<file path="config.mk">
export PLATFORM = sky130hd
export DESIGN_NAME = fetch_stage_flat
export DESIGN_NICKNAME = d
export VERILOG_FILES = /design/src/rtl/fetch_stage_if.sv /design/src/rtl/fetch_stage.sv /design/src/flat_wrapper.sv
export SDC_FILE = /design/constraint.sdc
export NUM_CORES = 1
export LEC_CHECK = 0
export BUFFER_PORTS_ARGS = -buffer_cell sky130_fd_sc_hd__buf_2
export CAP_MARGIN = 0
export CORE_MARGIN = 2
export CORE_UTILIZATION = 42
export CTS_CLUSTER_DIAMETER = 60
export DETAILED_ROUTE_END_ITERATION = 10
export GPL_ROUTABILITY_DRIVEN = 0
export GPL_TIMING_DRIVEN = 0
export HOLD_SLACK_MARGIN = 0.12
export PLACE_DENSITY = 0.7
export SETUP_SLACK_MARGIN = 0.2
export SLEW_MARGIN = 20
export SYNTH_ARGS = -nofsm -noshare
export SYNTH_HDL_FRONTEND = slang
export SYNTH_SLANG_ARGS = --single-unit
export TNS_END_PERCENT = 20
</file>
<file path="constraint.sdc">
create_clock -name clock -period 2 [get_ports clock]
set_clock_uncertainty 0.15 [all_clocks]
set_input_delay 0.1 -clock clock [delete_from_list [all_inputs] [get_ports clock]]
set_output_delay 0.1 -clock clock [all_outputs]
set_load 0.01 [all_outputs]
</file>
<file path="src/rtl/fetch_stage_if.sv">
// fetch_stage_if: fetch-to-decode handshake, imem port and redirect bundle.
// FETCH_BUBBLE_COUNT_EN adds bubble_count_fd.
interface fetch_stage_if;
    logic        stall_fd;
    logic        redirect;
    logic [11:0] redirect_addr;
    logic [11:0] address_imem;
    logic [31:0] q_imem;
    logic [31:0] q_imem_fd;
    logic [11:0] next_iaddr_fd;
    logic        valid_fd;
`ifdef FETCH_BUBBLE_COUNT_EN
    logic [15:0] bubble_count_fd;
    modport master(input stall_fd, redirect, redirect_addr, q_imem,
                   output address_imem, q_imem_fd, next_iaddr_fd, valid_fd, bubble_count_fd);
    modport slave(output stall_fd, redirect, redirect_addr, q_imem,
                  input address_imem, q_imem_fd, next_iaddr_fd, valid_fd, bubble_count_fd);
`else
    modport master(input stall_fd, redirect, redirect_addr, q_imem,
                   output address_imem, q_imem_fd, next_iaddr_fd, valid_fd);
    modport slave(output stall_fd, redirect, redirect_addr, q_imem,
                  input address_imem, q_imem_fd, next_iaddr_fd, valid_fd);
`endif
endinterface

</file>
<file path="src/rtl/fetch_stage.sv">
// fetch_stage: 12-bit PC, synchronous imem fetch and F/D latch with stall skid and redirect squash.
// FETCH_BUBBLE_COUNT_EN adds a saturating count of bubbles loaded into F/D.
module fetch_stage (
    input logic clock,
    input logic reset,
    fetch_stage_if.master fif
);
    localparam logic [0:0] RUN  = 1'b0;
    localparam logic [0:0] HELD = 1'b1;
    logic [11:0] pc, req_pc, next_iaddr;
    logic        req_valid, valid;
    logic [0:0]  state;
    logic [31:0] skid_q, q_fd;
    assign fif.address_imem  = fif.redirect ? fif.redirect_addr : pc;
    assign fif.q_imem_fd     = q_fd;
    assign fif.next_iaddr_fd = next_iaddr;
    assign fif.valid_fd      = valid;
    always_ff @(posedge clock or negedge reset) begin
        if (!reset) begin
            pc         <= '0;
            req_pc     <= '0;
            req_valid  <= 1'b0;
            state      <= RUN;
            skid_q     <= '0;
            q_fd       <= '0;
            next_iaddr <= '0;
            valid      <= 1'b0;
        end else if (fif.redirect) begin
            pc         <= fif.redirect_addr + 12'd1;
            req_pc     <= fif.redirect_addr;
            req_valid  <= 1'b1;
            state      <= RUN;
            q_fd       <= '0;
            next_iaddr <= '0;
            valid      <= 1'b0;
        end else if (fif.stall_fd) begin
            // Capture the in-flight word once; imem output moves on after this edge.
            if (state == RUN && req_valid) begin
                skid_q <= fif.q_imem;
                state  <= HELD;
            end
        end else begin
            q_fd       <= state == HELD ? skid_q : (req_valid ? fif.q_imem : '0);
            next_iaddr <= req_pc + 12'd1;
            valid      <= state == HELD || req_valid;
            req_pc     <= pc;
            req_valid  <= 1'b1;
            pc         <= pc + 12'd1;
            state      <= RUN;
        end
    end
`ifdef FETCH_BUBBLE_COUNT_EN
    logic [15:0] bubble_count;
    logic        load_bubble;
    assign load_bubble = fif.redirect || (!fif.stall_fd && state == RUN && !req_valid);
    assign fif.bubble_count_fd = bubble_count;
    always_ff @(posedge clock or negedge reset) begin
        if (!reset) bubble_count <= '0;
        else if (load_bubble && bubble_count != 16'hFFFF) bubble_count <= bubble_count + 16'd1;
    end
`endif
endmodule
</file>
<file path="src/flat_wrapper.sv">
// flat-port wrapper written by rule: the top's interface ports become plain ports
module fetch_stage_flat 
  (clock, reset, fif_stall_fd, fif_redirect, fif_redirect_addr, fif_q_imem, fif_address_imem, fif_q_imem_fd, fif_next_iaddr_fd, fif_valid_fd);
  fetch_stage_if fif_i ();
  input logic clock;
  input logic reset;
  input wire logic [$bits(fif_i.stall_fd)-1:0] fif_stall_fd;
  input wire logic [$bits(fif_i.redirect)-1:0] fif_redirect;
  input wire logic [$bits(fif_i.redirect_addr)-1:0] fif_redirect_addr;
  input wire logic [$bits(fif_i.q_imem)-1:0] fif_q_imem;
  output wire logic [$bits(fif_i.address_imem)-1:0] fif_address_imem;
  output wire logic [$bits(fif_i.q_imem_fd)-1:0] fif_q_imem_fd;
  output wire logic [$bits(fif_i.next_iaddr_fd)-1:0] fif_next_iaddr_fd;
  output wire logic [$bits(fif_i.valid_fd)-1:0] fif_valid_fd;
  assign fif_i.stall_fd = fif_stall_fd;
  assign fif_i.redirect = fif_redirect;
  assign fif_i.redirect_addr = fif_redirect_addr;
  assign fif_i.q_imem = fif_q_imem;
  assign fif_address_imem = fif_i.address_imem;
  assign fif_q_imem_fd = fif_i.q_imem_fd;
  assign fif_next_iaddr_fd = fif_i.next_iaddr_fd;
  assign fif_valid_fd = fif_i.valid_fd;
  fetch_stage u_core (.clock(clock), .reset(reset), .fif(fif_i));
endmodule
</file>
==> out/metrics.yaml <==
timing:
  setup_viol: 0
  slew_viol_final: 0
  period_minus_slack_ns: 1.782
  rsz0062_at_grt: "yes"
  period_share_pct: 89.10
  setup_tns_ns: 0
  timing.fmax_mhz: 561.2
  worst_pin_slew_ns: 0.5010
  max_slew_margin_pct: 65.64
  finalHoldViolCount: 0
pwr:
  total_power_w: 0.005247
  p_sw_share_pct: 28.74
  seqPwrFrac_pct: 48.5
  pwr-share-comb_pct: 19.7
  p_clk_share_pct: 31.8
  ir_worst_vdd_mv: 0.4328
  p_sw_w: 0.001508
  power.internal_w: 0.003739
  powerDensity_nw_per_um2: 842.6
  p_leak_nw: 2.860
logic_synthesis:
  ys_seq_elements: 103
  synth_cell_type_count: 47
  synthFlopType: "dfrtp_1"
  synth_fp_nets: 486
  synth_most_common_cell: "dfrtp_1"
  synthCells: 436
  synthArstFlopShare_pct: 100.0
  synth_common_cells: "103 x dfrtp_1, 68 x nor2_1, 36 x mux2_2, 35 x nor3_1, 31 x a221oi_1"
  yosys.area.top_type_share_pct: 54.40
  post-synth-top-area-cell: "dfrtp_1"
  ys_seq_area_share_pct: 54.40
  synthesis.area_um2: 4738
  yosys-top-cells-area: "dfrtp_1 54%, mux2_2 8.6%, a221oi_1 5.7%, nor2_1 5.4%, nor3_1 3.7%"
  avgSynthCellArea_um2: 10.87
  synth_edf_count: 0
  yosysWarnings: 0
die:
  initial_core_util_pct: 43.33
  die_x_um: 110.2
  die_y_um: 110.2
  dieArea_um2: 12150
  rows: 38
  design.core.area_um2: 10940
  io_pins: 105
critical_path:
  cpPeakStageDelay_ns: 0.39
  required_ns: 2.11
  endpoint_kind: "register"
  startpoint_type: "register"
  reg2reg_from: "u_core.state"
  timing.critical_path.cells: "buf_2, nor2b_4, buf_4, clkbuf_1, a221oi_1, nor3_1"
  crit_start: "u_core.state"
  worst_path_max_delay_cell: "clkbuf_1"
  worstPathArrival_ns: 1.89
  crit_type: "register to register"
  crit_fanout: 10
clock_tree:
  clkTransAtPathRegs_ns: 0.07
  clk_latency_ns: 0.35
  h-tree-depth: 3
  cts_root_buffer: "clkbuf_16"
  cts_tree: "yes"
  cts-buffers-inserted: 9
  cts_max_path_buffers: 2
  cts_sinks: 103
drt:
  drt_pass1_iterations: 4
  wire_per_inst_um: 15.51
  post-route-drc-count: 0
  ant_nets: 0
  wirelength_mm: 11.52
  vias_per_cell: 5.246
  num_vias: 3898
  drt-initial-drc-count: 169
grt:
  grt_usage_pct: 19.70
  gr-total-overflow: 0
  grt_pass1_wl_mm: 18.55
  antenna_found_initial: 0
  grt_max_degree: 54
  grt_pass1_vias: 3847
hold_path:
  min_path_type: "primary input to async pin"
layout:
  diodes: 0
  fin_util_pct: 56.95
  area_delta_synth_final_pct: 31.42
  multi_input_area_um2: 1966
  finalNetCount: 648
  regArea_um2: 2577
  drive_gt1_share_pct: 31.51
  fillers: 935
status:
  status: "completed"
place:
  hpwl_mm: 8.021
  port_buffers: 103
run:
  maxCapViolCount: 0
area by class of cell:
cell class / instances / share of cell area [%]
repair buffers: 151 / 16.29
well taps: 140 / 2.813
flip-flops and latches: 103 / 41.39
plain buffers: 32 / 2.813
multi-input cells: 291 / 31.57
clock buffers: 10 / 3.838
inverters: 10 / 0.6028
clock inverters: 6 / 0.6831
worst max-delay path, delay by kind of cell (launching register included):
family	cells	cell delay, ns
and+or+nand+nor	2	0.31
buffers and inverters	3	0.71
AOI/OAI and AO/OA	1	0.16
DFF	1	0.36
sequential cells by signal, summed over array words and instances (netlist names):
signal	cells
u_core.fif.q_imem_fd	32
u_core.skid_q	32
u_core.fif.next_iaddr_fd	12
u_core.pc	12
u_core.req_pc	12
u_core.fif.valid_fd	1
u_core.req_valid	1
u_core.state	1
placed cells by master (no fill, tap or decap), types with 2 or more instances in the layout:
| master | count |
|---|---|
| nand2_1 | 21 |
| nand4_1 | 3 |
| dlygate4sd3_1 | 45 |
| a21oi_1 | 22 |
| o31ai_2 | 3 |
| mux2i_1 | 6 |
| and3_1 | 2 |
| clkbuf_16 | 9 |
| a211oi_1 | 2 |
| or3_1 | 3 |
| clkbuf_1 | 12 |
| nor3_1 | 35 |
| buf_6 | 6 |
| buf_2 | 115 |
| clkinvlp_4 | 2 |
| a221oi_1 | 31 |
| clkinv_2 | 2 |
| nand3_1 | 6 |
| nor2_1 | 68 |
| o21ai_0 | 6 |
| and4_1 | 3 |
| mux2_1 | 3 |
| nand4b_1 | 3 |
| inv_1 | 9 |
| a21boi_0 | 2 |
| a311oi_1 | 3 |
| inv_6 | 2 |
| mux2_2 | 36 |
| dfrtp_1 | 103 |
| buf_4 | 2 |
| xnor2_1 | 10 |
| ha_1 | 2 |
| nand2b_1 | 4 |
metrics by stage:
step	setup slack (ns)	area [µm²]	std cells	hold slack [ns]
floorplan	0.2759	4738	436	-0.3456
global placement	-0.3857	5429	679	0.1940
detailed placement	-0.05992	5463	680	-0.06861
CTS	0.2052	6226	743	0.1319
global route	0.1084	6227	743	0.1680
finish	0.2180	6227	743	0.1257
per-layer routing:
layer / share of wire (%) / routed length (µm) / GRT usage, %
met1: 45 / 5151 / 25.49
met2: 49 / 5640 / 33.30
met3: 4.7 / 547 / 4.468
met4: 1.6 / 183 / 5.446
met5: 0 / 0 / 0
power groups by stage:
stage	logic (W)	registers, W	clock network, W
floorplan	0.000590	0.00257	0
finish	0.00103	0.00255	0.00167
CTS	0.00104	0.00254	0.00171
global placement	0.000928	0.00256	0
detailed placement	0.000964	0.00258	0
global route	0.00115	0.00258	0.00179
final timing paths:
check	cells past startpoint	slack (ns)	end
setup / recovery	6	0.22	u_core.fif.q_imem_fd[22]
hold reg to reg	1	0.34	u_core.skid_q[30]
hold / removal	2	0.13	u_core.fif.q_imem_fd[8]
max in group asynchronous	3	0.96	u_core.pc[11]
min in group clock	3	0.18	u_core.req_pc[2]
setup reg to reg	6	0.22	u_core.fif.q_imem_fd[22]
repair_timing:
action                     in CTS  in global routing
hold buffers                   45                  0
gates cloned                    0                  0
setup endpoints to repair      30                 59
buffers inserted                2                  0
hold endpoints to repair      181                  0
gates resized for setup         4                  2
kinds of logic (layout without fill, tap and decap cells):
logic type | count (synthesis) | count (layout) | share of synthesized area, %
buf+inv | 42 | 209 | 4.225
compound gates | 77 | 77 | 12.38
simple gates | 156 | 156 | 15.90
flops | 103 | 103 | 54.40
mux | 45 | 45 | 10.54
fa+ha+maj | 2 | 2 | 0.5280
xor+xnor | 11 | 11 | 2.033
Power figures use the tool's default switching activity.
